<file path="src/rtl/wb_pkg.sv">
// Purpose: shared types for the register-file writeback arbiter.
// Latency: n/a (types and constants only).
// Backpressure: n/a.
package wb_pkg;

    // Depth of the ALU skid FIFO. wb_skid_fifo stores its entries in two
    // discrete registers, so changing this also means changing that module.
    localparam int FIFO_DEPTH = 2;

    // Which source drives the register-file write port this cycle.
    typedef enum logic [2:0] {
        SRC_NONE = 3'd0,
        SRC_FIFO = 3'd1,
        SRC_ALU  = 3'd2,
        SRC_LSU  = 3'd3,
        SRC_LNK  = 3'd4
    } src_sel_t;

    // One buffered ALU writeback.
    typedef struct packed {
        logic [4:0]  addr;
        logic [31:0] data;
    } alu_entry_t;

endpackage

</file>
<file path="src/rtl/wb_skid_fifo.sv">
// Purpose: 2-entry skid buffer for ALU writebacks that lost the port.
// Latency: push visible at head the cycle after; push and pop may share a cycle.
// Backpressure: none; the arbiter never pushes into a full FIFO unless it pops.
//
// Ports: clk, reset_n (sync, active-low); push/push_entry enqueue; pop dequeues
// head; empty/full status; probe_addr/probe_hit report whether any held entry
// targets probe_addr (write-after-write guard).
module wb_skid_fifo
    import wb_pkg::*;
(
    input  logic       clk,
    input  logic       reset_n,
    input  logic       push,
    input  alu_entry_t push_entry,
    input  logic       pop,
    input  logic [4:0] probe_addr,
    output alu_entry_t head,
    output logic       empty,
    output logic       full,
    output logic       probe_hit
);

    localparam int CW = $clog2(FIFO_DEPTH + 1);

    alu_entry_t       ent0;  // head
    alu_entry_t       ent1;
    logic [CW-1:0]    cnt;

    assign head      = ent0;
    assign empty     = (cnt == '0);
    assign full      = (cnt == CW'(FIFO_DEPTH));
    assign probe_hit = (!empty && ent0.addr == probe_addr) ||
                       (full   && ent1.addr == probe_addr);

    always_ff @(posedge clk) begin
        if (!reset_n) begin
            ent0 <= '0;
            ent1 <= '0;
            cnt  <= '0;
        end else begin
            case ({push, pop})
                2'b10: begin
                    if (empty) ent0 <= push_entry;
                    else       ent1 <= push_entry;
                    cnt <= cnt + CW'(1);
                end
                2'b01: begin
                    ent0 <= ent1;
                    cnt  <= cnt - CW'(1);
                end
                2'b11: begin
                    // Occupancy unchanged: the new entry lands behind whatever
                    // remains after the pop.
                    if (cnt == CW'(1)) begin
                        ent0 <= push_entry;
                    end else begin
                        ent0 <= ent1;
                        ent1 <= push_entry;
                    end
                end
                default: ;
            endcase
        end
    end

endmodule

</file>
<file path="src/rtl/wb_arbiter.sv">
// Purpose: arbitrates ALU, LSU and jump-link writebacks onto one RF write port.
// Latency: rf_write_* registered, 1 cycle after the winner is selected.
// Backpressure: LSU/LNK held off via combinational *_ready; ALU never stalls (skid FIFO).
//
// Ports: clk, reset_n (sync, active-low); alu_write_*: ALU pulse writes;
// lsu_*/lnk_*: valid/ready writeback requests; rf_write_*: registered RF port;
// busy: skid FIFO non-empty. With WB_ARBITER_STATS_EN defined an extra
// stall_cnt output counts cycles a non-x0 LSU/LNK request is held off.
// STARVE_LIMIT must be at least 1.
module wb_arbiter
    import wb_pkg::*;
#(
    parameter int STARVE_LIMIT = 4
) (
    input  logic        clk,
    input  logic        reset_n,
    input  logic        alu_write_req,
    input  logic [4:0]  alu_write_addr,
    input  logic [31:0] alu_write_data,
    input  logic        lsu_valid,
    input  logic [4:0]  lsu_addr,
    input  logic [31:0] lsu_data,
    output logic        lsu_ready,
    input  logic        lnk_valid,
    input  logic [4:0]  lnk_addr,
    input  logic [31:0] lnk_data,
    output logic        lnk_ready,
    output logic        rf_write_req,
    output logic [4:0]  rf_write_addr,
    output logic [31:0] rf_write_data,
    output logic        busy
`ifdef WB_ARBITER_STATS_EN
    ,
    output logic [31:0] stall_cnt
`endif
);

    localparam int CNT_W = $clog2(STARVE_LIMIT + 1);

    logic             alu_act, lsu_req, lnk_req, lsu_x0, lnk_x0, any_req;
    logic             pick_lsu, override, alu_waw;
    logic [4:0]       rr_addr;
    logic             fifo_empty, fifo_full, fifo_hit, push, pop;
    alu_entry_t       head, alu_entry;
    src_sel_t         sel;
    logic [4:0]       sel_addr;
    logic [31:0]      sel_data;
    logic [CNT_W-1:0] starve_cnt;
    logic             prec_lsu;  // round-robin: LSU goes first when both wait

    // x0 writes are architecturally void: they never compete for the port.
    assign alu_act  = alu_write_req && (alu_write_addr != '0);
    assign lsu_req  = lsu_valid && (lsu_addr != '0);
    assign lnk_req  = lnk_valid && (lnk_addr != '0);
    assign lsu_x0   = lsu_valid && (lsu_addr == '0);
    assign lnk_x0   = lnk_valid && (lnk_addr == '0);
    assign any_req  = lsu_req || lnk_req;
    assign pick_lsu = lsu_req && (!lnk_req || prec_lsu);
    assign rr_addr  = pick_lsu ? lsu_addr : lnk_addr;

    assign alu_entry = '{addr: alu_write_addr, data: alu_write_data};
    assign alu_waw   = alu_act && (alu_write_addr == rr_addr);

    // Starvation override: the LSU/LNK winner jumps the ALU queue only if the
    // displaced ALU write has room in the FIFO and no pending ALU write to the
    // same rd would then land after it.
    assign override = any_req && (starve_cnt == CNT_W'(STARVE_LIMIT)) &&
                      !fifo_full && !fifo_hit && !alu_waw;

    always_comb begin
        sel = SRC_NONE;
        if (override)         sel = pick_lsu ? SRC_LSU : SRC_LNK;
        else if (!fifo_empty) sel = SRC_FIFO;
        else if (alu_act)     sel = SRC_ALU;
        else if (any_req)     sel = pick_lsu ? SRC_LSU : SRC_LNK;
    end

    // An ALU write that does not reach the port goes behind the FIFO head.
    // When the FIFO is full the override is off, so the head pops this cycle.
    assign push = alu_act && (!fifo_empty || override);
    assign pop  = (sel == SRC_FIFO);

    always_comb begin
        sel_addr = '0;
        sel_data = '0;
        case (sel)
            SRC_FIFO: begin sel_addr = head.addr;      sel_data = head.data;      end
            SRC_ALU:  begin sel_addr = alu_write_addr; sel_data = alu_write_data; end
            SRC_LSU:  begin sel_addr = lsu_addr;       sel_data = lsu_data;       end
            SRC_LNK:  begin sel_addr = lnk_addr;       sel_data = lnk_data;       end
            default: ;
        endcase
    end

    assign lsu_ready = reset_n && (lsu_x0 || sel == SRC_LSU);
    assign lnk_ready = reset_n && (lnk_x0 || sel == SRC_LNK);
    assign busy      = !fifo_empty;

    wb_skid_fifo u_skid (
        .clk        (clk),
        .reset_n    (reset_n),
        .push       (push),
        .push_entry (alu_entry),
        .pop        (pop),
        .probe_addr (rr_addr),
        .head       (head),
        .empty      (fifo_empty),
        .full       (fifo_full),
        .probe_hit  (fifo_hit)
    );

    always_ff @(posedge clk) begin
        if (!reset_n) begin
            rf_write_req  <= 1'b0;
            rf_write_addr <= '0;
            rf_write_data <= '0;
            starve_cnt    <= '0;
            prec_lsu      <= 1'b1;
        end else begin
            rf_write_req  <= (sel != SRC_NONE);
            rf_write_addr <= sel_addr;
            rf_write_data <= sel_data;

            if (sel == SRC_LSU)      prec_lsu <= 1'b0;
            else if (sel == SRC_LNK) prec_lsu <= 1'b1;

            // Saturates at the limit so a WAW-blocked override stays armed
            // until the conflict clears.
            if (sel == SRC_LSU || sel == SRC_LNK || !any_req)
                starve_cnt <= '0;
            else if (starve_cnt != CNT_W'(STARVE_LIMIT))
                starve_cnt <= starve_cnt + CNT_W'(1);
        end
    end

`ifdef WB_ARBITER_STATS_EN
    always_ff @(posedge clk) begin
        if (!reset_n)
            stall_cnt <= '0;
        else if (((lsu_req && !lsu_ready) || (lnk_req && !lnk_ready)) && stall_cnt != '1)
            stall_cnt <= stall_cnt + 32'd1;
    end
`endif

endmodule

</file>
<file path="config.mk">
export PLATFORM = sky130hd
export DESIGN_NAME = wb_arbiter
export DESIGN_NICKNAME = d
export VERILOG_FILES = /design/src/rtl/wb_pkg.sv /design/src/rtl/wb_skid_fifo.sv /design/src/rtl/wb_arbiter.sv
export SDC_FILE = /design/constraint.sdc
export NUM_CORES = 1
export LEC_CHECK = 0
export CAP_MARGIN = 0
export CORE_ASPECT_RATIO = 1.4
export CORE_UTILIZATION = 50
export CTS_BUF_LIST = sky130_fd_sc_hd__clkbuf_8
export DETAILED_ROUTE_END_ITERATION = 10
export HOLD_SLACK_MARGIN = 0.05
export PLACE_DENSITY_LB_ADDON = 0.2
export SLEW_MARGIN = 30
export SYNTH_ARGS = -nofsm -noshare
export SYNTH_HDL_FRONTEND = slang
export SYNTH_SLANG_ARGS = --single-unit
</file>
<file path="constraint.sdc">
create_clock -name clk -period 7 [get_ports clk]
set_input_delay 1.4 -clock clk [delete_from_list [all_inputs] [get_ports clk]]
set_output_delay 1.4 -clock clk [all_outputs]
set_load 0.01 [all_outputs]
</file>
==> results of run 1 <==
-- registers in the layout, summed over array words and instances, names as in the netlist --
register	flops
rf_write_req	1
u_skid.head	37
starve_cnt	3
prec_lsu	1
rf_write_addr	5
u_skid.ent1	37
u_skid.cnt	2
rf_write_data	32
-- logic make-up (layout without fill, tap and decap cells) --
logic type | Yosys count | count (layout) | synth area share (%)
AOI/OAI and AO/OA | 185 | 185 | 31.1
and+or+nand+nor | 165 | 165 | 15.6
buffers and inverters | 46 | 208 | 3.86
xor gates and xnor gates | 15 | 15 | 2.48
DFF | 118 | 118 | 44.7
muxes | 1 | 1 | 0.189
adders and majority gates | 9 | 9 | 2.13
-- metrics by stage --
stage / cell area [um2] / hold slack (ns)
after floorplan: 5290 / 0.444
after global placement: 6960 / 0.452
after detailed placement: 7000 / 0.462
after CTS: 7400 / 0.471
after global routing: 7420 / 0.484
final: 7420 / 0.469
-- critical path, stage by stage --
cell                              delay [ns]
sky130_fd_sc_hd__clkdlybuf4s50_1        0.52
sky130_fd_sc_hd__nor4_1                 0.42
sky130_fd_sc_hd__a21boi_1               0.23
sky130_fd_sc_hd__or4_1                  0.44
sky130_fd_sc_hd__and4_4                 0.22
sky130_fd_sc_hd__o311a_4                0.42
sky130_fd_sc_hd__a21boi_0               0.39
sky130_fd_sc_hd__nor2_1                 0.12
sky130_fd_sc_hd__o21a_1                 0.20
sky130_fd_sc_hd__clkdlybuf4s50_1        0.48
-- power by group --
group | internal (mW) | total, mW | switching (mW) | leakage, nW
Combinational | 0.418 | 0.859 | 0.441 | 1.60
Clock | 0.353 | 0.614 | 0.262 | 0.218
Sequential | 0.840 | 0.920 | 0.0798 | 0.967
Total | 1.61 | 2.39 | 0.782 | 2.78
-- routing by layer --
metal,up-vias,global-route usage [%],part of all wire [%]
met3,27,6.76,6.0
met4,0,10.1,1.7
li1,2320,-,-
met2,183,50.8,51
met1,2394,34.2,41
met5,-,0,0
-- cell type report --
| class | count | area [um2] | area share (%) |
|---|---|---|---|
| inverter | 10 | 37.5 | 0.506 |
| tap | 138 | 173 | 2.33 |
| clock inverter | 14 | 145 | 1.95 |
| timing repair buffer | 166 | 1680 | 22.6 |
| clock buffer | 18 | 248 | 3.34 |
| multi-input combinational | 375 | 2780 | 37.4 |
| sequential | 118 | 2360 | 31.8 |
-- synthesized netlist by cell type (2+ instances only) --
| library cell | number |
|---|---|
| sky130_fd_sc_hd__buf_2 | 7 |
| sky130_fd_sc_hd__nor2b_1 | 2 |
| sky130_fd_sc_hd__a22o_1 | 37 |
| sky130_fd_sc_hd__a211oi_1 | 2 |
| sky130_fd_sc_hd__o21ai_0 | 9 |
| sky130_fd_sc_hd__xnor2_1 | 15 |
| sky130_fd_sc_hd__a21oi_1 | 4 |
| sky130_fd_sc_hd__or2_2 | 3 |
| sky130_fd_sc_hd__nand2_1 | 89 |
| sky130_fd_sc_hd__nor3_1 | 4 |
| sky130_fd_sc_hd__inv_1 | 9 |
| sky130_fd_sc_hd__a31oi_1 | 2 |
| sky130_fd_sc_hd__a221o_1 | 56 |
| sky130_fd_sc_hd__dfxtp_1 | 118 |
| sky130_fd_sc_hd__nand3_1 | 3 |
| sky130_fd_sc_hd__or4_1 | 3 |
| sky130_fd_sc_hd__and2_1 | 40 |
| sky130_fd_sc_hd__clkbuf_1 | 26 |
| sky130_fd_sc_hd__nor2_1 | 7 |
| sky130_fd_sc_hd__ha_1 | 9 |
| sky130_fd_sc_hd__a221o_2 | 18 |
| sky130_fd_sc_hd__nand4_1 | 3 |
| sky130_fd_sc_hd__a21boi_0 | 39 |
| sky130_fd_sc_hd__o21a_1 | 4 |
| sky130_fd_sc_hd__buf_6 | 3 |
-- final timing paths --
path                                     start                      endpoint  cells after the start
setup / recovery                   lnk_addr[4]                     lsu_ready                     10
hold / removal    u_skid.ent1[22]$_SDFFE_PN0P_  u_skid.ent1[22]$_SDFFE_PN0P_                      2
setup reg to reg         prec_lsu$_SDFFE_PN1P_  u_skid.head[36]$_SDFFE_PN0P_                     14
hold reg to reg   u_skid.ent1[22]$_SDFFE_PN0P_  u_skid.ent1[22]$_SDFFE_PN0P_                      2
==> metrics.log, run 1 <==
INFO  metric outcome = finished clean
INFO  metric number_of_buffers_on_the_longest_clock_path = 2
INFO  metric worst-setup-path-type = primary input to output pin
INFO  metric drv.max_cap_violation_count = 0
INFO  metric critical_path_at = 4.83 ns
INFO  metric first_global_vias = 4,955
INFO  metric post_synth_instance_area = between 5000 and 6000 um2
INFO  metric postCtsHoldBufs = 0
INFO  metric clkSinkCount = 118
INFO  metric timing.critical_path.required = approximately 5.6 ns
INFO  metric cts_resized = 0
INFO  metric p_leak = 2.78 nW
INFO  metric area_growth_syn_to_layout = 40.4%
INFO  metric grt_remaining_overflow = 0
INFO  metric final_cell_count_no_fill = 839
INFO  metric synth-seq-area-share = roughly 45%
INFO  metric avgSynthCellArea = between 9 and 10 um2
INFO  metric critPathMaxFanout = 6
INFO  metric post_route_cells_drive_above_1_share = about a tenth
INFO  metric postSynthNetCount = approximately 660
INFO  metric cts.repair_timing.setup_buffer_count = 0
INFO  metric final_net_count = approximately 800
INFO  metric drt_wl_total = around 15 mm
INFO  metric finalHoldViolations = 0
INFO  metric post_synth_num_cell_types = 52
INFO  metric postSynthRegisterBits = between 100 and 150
INFO  metric finalCritPeriodShare = between 80% and 90%
INFO  metric grt_start_max_net_pins = 50
INFO  metric worst_setup_hold_path_clk_slew = 0.06 ns
INFO  metric clk_latency = 0.42 ns
INFO  metric finClkSkew = ~0.0079 ns
INFO  metric synth_edf_count = 0
INFO  metric drt-initial-drc-count = 322
INFO  metric core = 10,300 um2
INFO  metric portion_of_synthesized_cell_area_occupied_by_the_leading_cell_type = 44.7%
INFO  metric most-common-layout-cells = 155 x sky130_fd_sc_hd__clkdlybuf4s50_1, 118 x sky130_fd_sc_hd__dfxtp_1, 89 x sky130_fd_sc_hd__nand2_1
INFO  metric place_worst_setup_slack = approximately 0.80 ns
INFO  metric synthCells = 539
INFO  metric post_synth_main_area_contributors = sky130_fd_sc_hd__dfxtp_1 45%, sky130_fd_sc_hd__a221o_1 11%, sky130_fd_sc_hd__nand2_1 6.3%
INFO  metric grt_setup_unrepaired = no
INFO  metric timing_worst_slew_pin_value = 0.935 ns
INFO  metric first_pass_grt_wire_length = 24.1 mm
INFO  metric number_of_instances_in_the_placed_design = 806
INFO  metric design.die.area = approximately 11,000 um2
INFO  metric numPortBuffers = 156
INFO  metric setup_tns_final = 0 ns
INFO  metric route.detailed.drc = 0
INFO  metric finalPower = 2.39 mW
INFO  metric firstDrtPassIters = 5
INFO  metric ioPinCount = 157
INFO  metric n_fill_cell = roughly 840
INFO  metric synthDominantAreaCellType = sky130_fd_sc_hd__dfxtp_1
INFO  metric detailedPlacementHpwl = 10.3 mm
INFO  metric drt-vias-per-instance = between 5 and 6
INFO  metric peakVddDrop = about 170 uV
INFO  metric clock_tree_root_driver_cell = sky130_fd_sc_hd__clkbuf_8
INFO  metric final-setup-viol-count = 0
INFO  metric startpoint_type = primary input
INFO  metric floorplan.initialDensity = slightly above 50%
INFO  metric r2r_slack = around 2.8 ns
INFO  metric core.rowCount = 44
INFO  metric chipWidth = 88.9 um
INFO  metric tritoncts = built
INFO  metric cp-end-kind = output pin
INFO  metric final_common_cell = sky130_fd_sc_hd__clkdlybuf4s50_1
INFO  metric insertedDiodeCount = 0
INFO  metric die_height = 124 um
INFO  metric htreeDepth = 4
INFO  metric worst_slew_margin_rel = 37.5%
INFO  metric antenna_found_initial = 0
INFO  metric finish.utilization = 71.7%
INFO  metric detail_routed_net_length_per_standard_cell = roughly 18 um
INFO  metric worstHoldPathType = register to register
INFO  metric powerDensity = 322 nW/um2
INFO  metric postLayoutSetupSlackWorst = 0.772 ns
INFO  metric final_weighted_congestion_in_routability_driven_placement = approximately 0.91
INFO  metric routed-via-count = slightly below 5,000
INFO  metric asyncSetResetFlopFracSynth = 0%
INFO  metric postRouteAntennaNets = 0
INFO  metric most_common_flop_cell_mapped_by_yosys = sky130_fd_sc_hd__dfxtp_1
INFO  metric ys.warnings.count = 0
INFO  metric slew_viol_final = 0
INFO  metric timing.final.crit_period = 6.23 ns
INFO  metric fmax = 0.161 GHz
INFO  metric grt_use_total = 29.0%
INFO  metric cts_bufs_inserted = 17
(Power assumes the default switching activity.)
==> run 2: changes to the inputs <==
MAX_ROUTING_LAYER = met4   (was default)
SLEW_MARGIN = 20   (was 30)
==> run 2 against run 1 <==
  * Final area is 0.67% lower
  * Utilization is 0.48 points lower
  * Combinational power is 0.7% lower
  * Sequential power hardly changed
  * Largest cell class unchanged
==> metrics.log, run 2 (same netlist as run 1, synthesis figures left out) <==
INFO  metric core.rowCount = 44 (unchanged)
INFO  metric place_worst_setup_slack = 0.759 ns (-0.0461 ns)
INFO  metric drt_wl_total = 15.9 mm (+3.5%)
INFO  metric final-setup-viol-count = 0 (unchanged)
INFO  metric htreeDepth = 4 (unchanged)
INFO  metric most-common-layout-cells = 155 x sky130_fd_sc_hd__clkdlybuf4s50_1, 118 x sky130_fd_sc_hd__dfxtp_1, 89 x sky130_fd_sc_hd__nand2_1
INFO  metric critical_path_at = 4.87 ns (+0.04 ns)
INFO  metric clkSinkCount = 118 (unchanged)
INFO  metric firstDrtPassIters = 5 (unchanged)
INFO  metric r2r.worst_path.cells = 14 (unchanged)
INFO  metric cp-end-kind = output pin
INFO  metric numPortBuffers = 156 (unchanged)
INFO  metric peakVddDrop = 231 uV (+35%)
INFO  metric die_height = 124 um (unchanged)
INFO  metric cts.repair_timing.setup_buffer_count = 0 (unchanged)
INFO  metric cts_resized = 0 (unchanged)
INFO  metric detail_routed_net_length_per_standard_cell = 19.0 um (+3.8%)
INFO  metric slew_viol_final = 0 (unchanged)
INFO  metric powerDensity = 322 nW/um2 (about the same)
INFO  metric maximum_single_stage_delay_on_the_critical_path = 0.52 ns (about the same)
INFO  metric number_of_instances_in_the_placed_design = 805 (-0.12%)
INFO  metric fmax = 0.160 GHz (-0.62%)
INFO  metric floorplan.initialDensity = 51.1% (unchanged)
INFO  metric critical_path.cell_chain = clkdlybuf4s50_1 -> nor4_1 -> a21boi_1 -> or4_1 -> and4_4 -> o311a_4 -> a21boi_0 -> nor2_1 -> o21a_1 -> clkdlybuf4s50_1
INFO  metric route.detailed.drc = 0 (unchanged)
INFO  metric worst-setup-path-type = primary input to output pin
INFO  metric insertedDiodeCount = 0 (unchanged)
INFO  metric worstHoldPathType = register to register
INFO  metric antenna_found_initial = 0 (unchanged)
INFO  metric holdWs = 0.467 ns (-0.00212 ns)
INFO  metric final_cell_area = 7370 um2 (-0.67%)
INFO  metric core = 10,300 um2 (unchanged)
INFO  metric design.die.area = 11,000 um2 (unchanged)
INFO  metric cell_type_with_the_highest_occurrence_count_on_the_critical_path = sky130_fd_sc_hd__clkdlybuf4s50_1
INFO  metric area_growth_syn_to_layout = 39.4%
INFO  metric grt_use_total = 30.8% (+1.8 points)
INFO  metric postCtsHoldBufs = 0 (unchanged)
INFO  metric first_global_vias = 4,940 (-0.30%)
INFO  metric timing.final.crit_period = 6.27 ns (+0.0391 ns)
INFO  metric tritoncts = built
INFO  metric cpMaxStageDelayCell = sky130_fd_sc_hd__clkdlybuf4s50_1
INFO  metric min_path_cells = 2 (unchanged)
INFO  metric p_leak = 2.75 nW (-1.3%)
INFO  metric grt_start_max_net_pins = 50 (unchanged)
INFO  metric chipWidth = 88.9 um (unchanged)
INFO  metric postRouteAntennaNets = 0 (unchanged)
INFO  metric final_weighted_congestion_in_routability_driven_placement = 0.892 (-2.0%)
INFO  metric worst_slew_margin_rel = 26.8% (-11 points)
INFO  metric finalPower = 2.38 mW (-0.63%)
INFO  metric clk_latency = 0.43 ns (about the same)
INFO  metric finalCritPeriodShare = 89.5% (+0.56 points)
INFO  metric final_common_cell = sky130_fd_sc_hd__clkdlybuf4s50_1
INFO  metric routed-via-count = 4,958 (+0.69%)
INFO  metric cts_bufs_inserted = 17 (unchanged)
INFO  metric drv.max_cap_violation_count = 0 (unchanged)
INFO  metric final_cell_count_no_fill = 836 (-0.36%)
INFO  metric final_net_count = 811 (-0.25%)
INFO  metric finish.utilization = 71.3% (-0.48 points)
INFO  metric setup_tns_final = 0 ns (unchanged)
INFO  metric detailedPlacementHpwl = 10.8 mm (+4.4%)
INFO  metric ioPinCount = 157 (unchanged)
INFO  metric drt-vias-per-instance = 5.93 (+1.1%)
INFO  metric postLayoutSetupSlackWorst = 0.733 ns (-0.0391 ns)
INFO  metric worst_setup_hold_path_clk_slew = 0.07 ns (about the same)
INFO  metric clock_tree_root_driver_cell = sky130_fd_sc_hd__clkbuf_8
INFO  metric number_of_buffers_on_the_longest_clock_path = 2 (unchanged)
INFO  metric timing_worst_slew_pin_value = 1.09 ns (+0.159 ns)
INFO  metric grt_setup_unrepaired = no
INFO  metric finalHoldViolations = 0 (unchanged)
INFO  metric first_pass_grt_wire_length = 24.6 mm (+1.8%)
INFO  metric post_dp_cell_area = 6990 um2 (-0.21%)
INFO  metric outcome = finished clean
INFO  metric critPathMaxFanout = 6 (unchanged)
INFO  metric startpoint_type = primary input
INFO  metric post_route_cells_drive_above_1_share = 10.6% (-0.097 points)
INFO  metric grt_remaining_overflow = 0 (unchanged)
INFO  metric timing.critical_path.required = 5.60 ns (about the same)
INFO  metric n_fill_cell = 830 (-0.95%)
INFO  metric finClkSkew = 0.00893 ns (+0.00104 ns)
INFO  metric drt-initial-drc-count = 381 (+18%)
-- run 2: routing by layer --
metal / share of wire (%) / vias up / global-route usage, %
met5: 0 / - / -
met4: 3.3 / 0 / 15.7
met3: 5.4 / 37 / 5.43
met2: 50 / 187 / 52.1
met1: 41 / 2418 / 34.5
li1: - / 2316 / -
-- run 2: final timing paths --
| kind | start | end | slack (ns) |
|---|---|---|---|
| max | lnk_addr[4] | lsu_ready | 0.73 |
| min | u_skid.ent1[17]$_SDFFE_PN0P_ | u_skid.ent1[17]$_SDFFE_PN0P_ | 0.47 |
| max reg2reg | prec_lsu$_SDFFE_PN1P_ | u_skid.ent1[9]$_SDFFE_PN0P_ | 2.99 |
| min reg2reg | u_skid.ent1[17]$_SDFFE_PN0P_ | u_skid.ent1[17]$_SDFFE_PN0P_ | 0.47 |
-- run 2: worst max-delay path, delay by kind of cell --
family / cells / cell delay, ns
compound gates: 4 / 1.27
buf+inv: 2 / 1.00
simple gates: 4 / 1.20
-- run 2: layout make-up --
cell class / count / area (um2) / share of cell area (%)
Multi-Input combinational cell: 375 / 2780 / 37.7
Clock buffer: 20 / 275 / 3.73
Sequential cell: 118 / 2360 / 32.0
Tap cell: 138 / 173 / 2.34
Clock inverter: 11 / 110 / 1.49
Timing Repair Buffer: 164 / 1640 / 22.2
Inverter: 10 / 37.5 / 0.509
-- run 2: where the power goes --
group	internal (mW)	switching, mW
Sequential	0.840	0.0803
Clock	0.337	0.268
Combinational	0.406	0.446
Total	1.58	0.794
==> run 3: changes to the inputs <==
GPL_TIMING_DRIVEN = 0   (was default)
SYNTH_HIERARCHICAL = 1   (was default)
==> run 3 against run 2 <==
  * Wire length is 43% higher
  * Global-route usage up 3.8 points
  * Count of clock-buffer cells in the layout fell by 1
  * Final cell count is 31% higher
  * Clock power grew 1%
  * Clock skew increased by 0.0074 ns
  * Synthesized cell count increased by 40%
==> metrics.log, run 3 <==
INFO  metric outcome = finished clean
INFO  metric final_weighted_congestion_in_routability_driven_placement = 0.949 (+6.4%)
INFO  metric power.internal = 1.79 mW (+13%)
INFO  metric grt_start_max_net_pins = 17 (-66%)
INFO  metric core = 12,400 um2 (+20%)
INFO  metric endpoint = lsu_ready
INFO  metric cts_bufs_inserted = 17 (unchanged)
INFO  metric post_dp_cell_area = 8070 um2 (+15%)
INFO  metric die_height = 135 um (+9.4%)
INFO  metric critical_path_at = 5.37 ns (+0.50 ns)
INFO  metric post-synth-top-count-cell = sky130_fd_sc_hd__a21oi_1
INFO  metric number_of_buffers_on_the_longest_clock_path = 2 (unchanged)
INFO  metric clk_latency = 0.46 ns (+0.03 ns)
INFO  metric r2r.worst_path.cells = 17 (+3)
INFO  metric timing.critical_path.required = 5.60 ns (about the same)
INFO  metric postSynthRegisterBits = 118 (unchanged)
INFO  metric most_common_flop_cell_mapped_by_yosys = sky130_fd_sc_hd__dfxtp_1
INFO  metric timing.final.crit_period = 6.77 ns (+0.501 ns)
INFO  metric finalHoldViolations = 0 (unchanged)
INFO  metric power.share.switching = 43.1% (+9.7 points)
INFO  metric asyncSetResetFlopFracSynth = 0% (unchanged)
INFO  metric detailedPlacementHpwl = 16.5 mm (+53%)
INFO  metric synthDominantAreaCellType = sky130_fd_sc_hd__dfxtp_1
INFO  metric synth-seq-area-share = 37.2% (-7.5 points)
INFO  metric worstHoldPathType = register to register
INFO  metric final_common_cell = sky130_fd_sc_hd__clkdlybuf4s50_1
INFO  metric final-setup-viol-count = 0 (unchanged)
INFO  metric post_route_cells_drive_above_1_share = 11.6% (+0.96 points)
INFO  metric cp-end-kind = output pin
INFO  metric peakVddDrop = 216 uV (-6.5%)
INFO  metric critPathMaxFanout = 8 (+2)
INFO  metric core.rowCount = 48 (+9.1%)
INFO  metric grt_use_total = 34.5% (+3.8 points)
INFO  metric ioPinCount = 157 (unchanged)
INFO  metric fmax = 0.148 GHz (-7.4%)
INFO  metric finalPower = 3.15 mW (+33%)
INFO  metric switching_power = 1.36 mW (+71%)
INFO  metric postCtsHoldBufs = 0 (unchanged)
INFO  metric worst_slew_margin_rel = 43.6% (+17 points)
INFO  metric power.sequential.fraction = 30.2% (-8.5 points)
INFO  metric routed-via-count = 6,997 (+41%)
INFO  metric htreeDepth = 4 (unchanged)
INFO  metric route.detailed.drc = 0 (unchanged)
INFO  metric chipWidth = 97.3 um (+9.4%)
INFO  metric design.die.area = 13,200 um2 (+20%)
INFO  metric r2r_slack = 2.25 ns (-0.74 ns)
INFO  metric tritoncts = built
INFO  metric avgSynthCellArea = 8.39 um2 (-14%)
INFO  metric post_synth_instance_area = 6350 um2 (+20%)
INFO  metric clkSinkCount = 118 (unchanged)
INFO  metric p_leak = 2.99 nW (+8.8%)
INFO  metric regToRegStartpoint = prec_lsu$_SDFFE_PN1P_
INFO  metric finClkSkew = 0.0163 ns (+0.00738 ns)
INFO  metric startpoint_type = primary input
INFO  metric timing_worst_slew_pin_value = 0.845 ns (-0.248 ns)
INFO  metric synthTopCellsByCount = 119 x sky130_fd_sc_hd__a21oi_1, 118 x sky130_fd_sc_hd__dfxtp_1, 118 x sky130_fd_sc_hd__o21ai_0, 50 x sky130_fd_sc_hd__clkbuf_1, 40 x sky130_fd_sc_hd__nand3_1
INFO  metric grt_setup_unrepaired = no
INFO  metric detail_routed_net_length_per_standard_cell = 20.8 um (+9.5%)
INFO  metric synth_edf_count = 0 (unchanged)
INFO  metric final_net_count = 1,054 (+30%)
INFO  metric most-common-layout-cells = 153 x sky130_fd_sc_hd__clkdlybuf4s50_1, 119 x sky130_fd_sc_hd__a21oi_1, 118 x sky130_fd_sc_hd__o21ai_0, 118 x sky130_fd_sc_hd__dfxtp_1, 50 x sky130_fd_sc_hd__clkbuf_1
INFO  metric post_synth_main_area_contributors = sky130_fd_sc_hd__dfxtp_1 37%, sky130_fd_sc_hd__a21oi_1 9.4%, sky130_fd_sc_hd__o21ai_0 9.3%
INFO  metric finish.utilization = 68.6% (-2.6 points)
INFO  metric worst_setup_hold_path_clk_slew = 0.08 ns (about the same)
INFO  metric ys.warnings.count = 6 (+6)
INFO  metric slew_viol_final = 0 (unchanged)
INFO  metric first_global_vias = 6,896 (+40%)
INFO  metric antenna_found_initial = 0 (unchanged)
INFO  metric clock_power_share = 19.4% (-6.0 points)
INFO  metric area_growth_syn_to_layout = 33.7%
INFO  metric numPortBuffers = 153 (-1.9%)
INFO  metric postSynthNetCount = 881 (+33%)
INFO  metric worst-setup-path-type = primary input to output pin
INFO  metric drt-vias-per-instance = 6.40 (+7.9%)
INFO  metric finalCritPeriodShare = 96.7% (+7.2 points)
INFO  metric drv.max_cap_violation_count = 0 (unchanged)
INFO  metric timing.critical_path.from = lnk_addr[4]
INFO  metric drt_wl_total = 22.7 mm (+43%)
INFO  metric insertedDiodeCount = 0 (unchanged)
INFO  metric post_synth_num_cell_types = 55 (+5.8%)
INFO  metric final_cell_area = 8490 um2 (+15%)
INFO  metric power.combinational.fraction = 50.4% (+15 points)
INFO  metric r2r-end = u_skid/head[14]$_SDFFE_PN0P_
INFO  metric n_fill_cell = 1,028 (+24%)
INFO  metric synthCells = 757 (+40%)
INFO  metric powerDensity = 371 nW/um2 (+15%)
INFO  metric floorplan.initialDensity = 51.3% (+0.23 points)
INFO  metric firstDrtPassIters = 5 (unchanged)
INFO  metric first_pass_grt_wire_length = 34.6 mm (+41%)
INFO  metric drt-initial-drc-count = 655 (+72%)
INFO  metric clock_tree_root_driver_cell = sky130_fd_sc_hd__clkbuf_8
INFO  metric grt_remaining_overflow = 0 (unchanged)
INFO  metric portion_of_synthesized_cell_area_occupied_by_the_leading_cell_type = 37.2% (-7.5 points)
INFO  metric postRouteAntennaNets = 0 (unchanged)
-- run 3: timing repair --
action,4_1_cts,5_1_grt
endpoints found under the setup margin,2,2
pin swaps,0,1
resized for setup,2,2
setup buffers,0,1
hold endpoints to repair,0,0
-- run 3: power by group through the flow --
stage	combinational, mW	clock (mW)	sequential [mW]
floorplan	0.986	0	0.972
global route	1.68	0.645	0.971
global placement	1.49	0	0.956
finish	1.59	0.611	0.953
CTS	1.55	0.616	0.950
detailed placement	1.54	0	0.964
-- run 3: cells by family after synthesis --
kind of cell	after synthesis	synth area share (%)
AOI/OAI and AO/OA	346	37.3
and+or+nand+nor	176	14.8
DFF	118	37.2
buffers and inverters	93	6.90
xor gates and xnor gates	15	2.07
adders and majority gates	8	1.58
muxes	1	0.236
-- run 3: area by class of cell --
type / count / area, um2 / share of cell area, %
Buffer: 76 / 374 / 4.41
Clock inverter: 13 / 124 / 1.46
Tap cell: 150 / 188 / 2.21
Inverter: 17 / 63.8 / 0.751
Multi-Input combinational cell: 546 / 3580 / 42.2
Clock buffer: 19 / 262 / 3.08
Timing Repair Buffer: 154 / 1540 / 18.1
Sequential cell: 118 / 2360 / 27.8
-- run 3: per-stage QoR --
step	setup TNS, ns	setup slack [ns]	hold slack [ns]	std cells
global route	0	0.0729	0.490	1093
floorplan	0	1.16	0.450	757
global placement	-13.70	-0.457	0.457	1060
CTS	0	0.0537	0.476	1092
finish	0	0.232	0.476	1093
detailed placement	-17.06	-0.466	0.464	1060
-- run 3: worst min path at each step --
stage                                  from                            to  slack (ns)  cells after the start
2_1_floorplan   u_skid/ent1[0]$_SDFFE_PN0P_   u_skid/ent1[0]$_SDFFE_PN0P_        0.45                      2
3_3_place_gp   u_skid/ent1[13]$_SDFFE_PN0P_  u_skid/ent1[13]$_SDFFE_PN0P_        0.46                      2
3_5_place_dp   u_skid/ent1[16]$_SDFFE_PN0P_  u_skid/ent1[16]$_SDFFE_PN0P_        0.46                      2
4_1_cts        u_skid/ent1[15]$_SDFFE_PN0P_  u_skid/ent1[15]$_SDFFE_PN0P_        0.48                      2
5_1_grt        u_skid/ent1[19]$_SDFFE_PN0P_  u_skid/ent1[19]$_SDFFE_PN0P_        0.49                      2
6_report       u_skid/ent1[15]$_SDFFE_PN0P_  u_skid/ent1[15]$_SDFFE_PN0P_        0.48                      2
-- run 3: critical path, stage by stage --
cell and delay [ns]:
sky130_fd_sc_hd__clkdlybuf4s50_1 0.50, sky130_fd_sc_hd__or4_4 0.62, sky130_fd_sc_hd__o22ai_2 0.33, sky130_fd_sc_hd__o21ai_2 0.19
sky130_fd_sc_hd__nand2_1 0.10, sky130_fd_sc_hd__nand2_1 0.11, sky130_fd_sc_hd__xnor2_1 0.15, sky130_fd_sc_hd__nand4_1 0.13
sky130_fd_sc_hd__o32ai_2 0.12, sky130_fd_sc_hd__a2111oi_4 0.36, sky130_fd_sc_hd__o31a_2 0.22, sky130_fd_sc_hd__buf_2 0.22
sky130_fd_sc_hd__o21ai_0 0.15, sky130_fd_sc_hd__a21oi_1 0.19, sky130_fd_sc_hd__clkdlybuf4s50_1 0.57
-- run 3: metal layers --
layer / part of all wire [%] / GRT usage [%] / vias to the layer above
li1: - / - / 3229
met1: 36 / 37.0 / 3294
met2: 52 / 59.4 / 385
met3: 7.2 / 6.04 / 89
met4: 5.5 / 21.6 / 0
met5: 0 / - / -
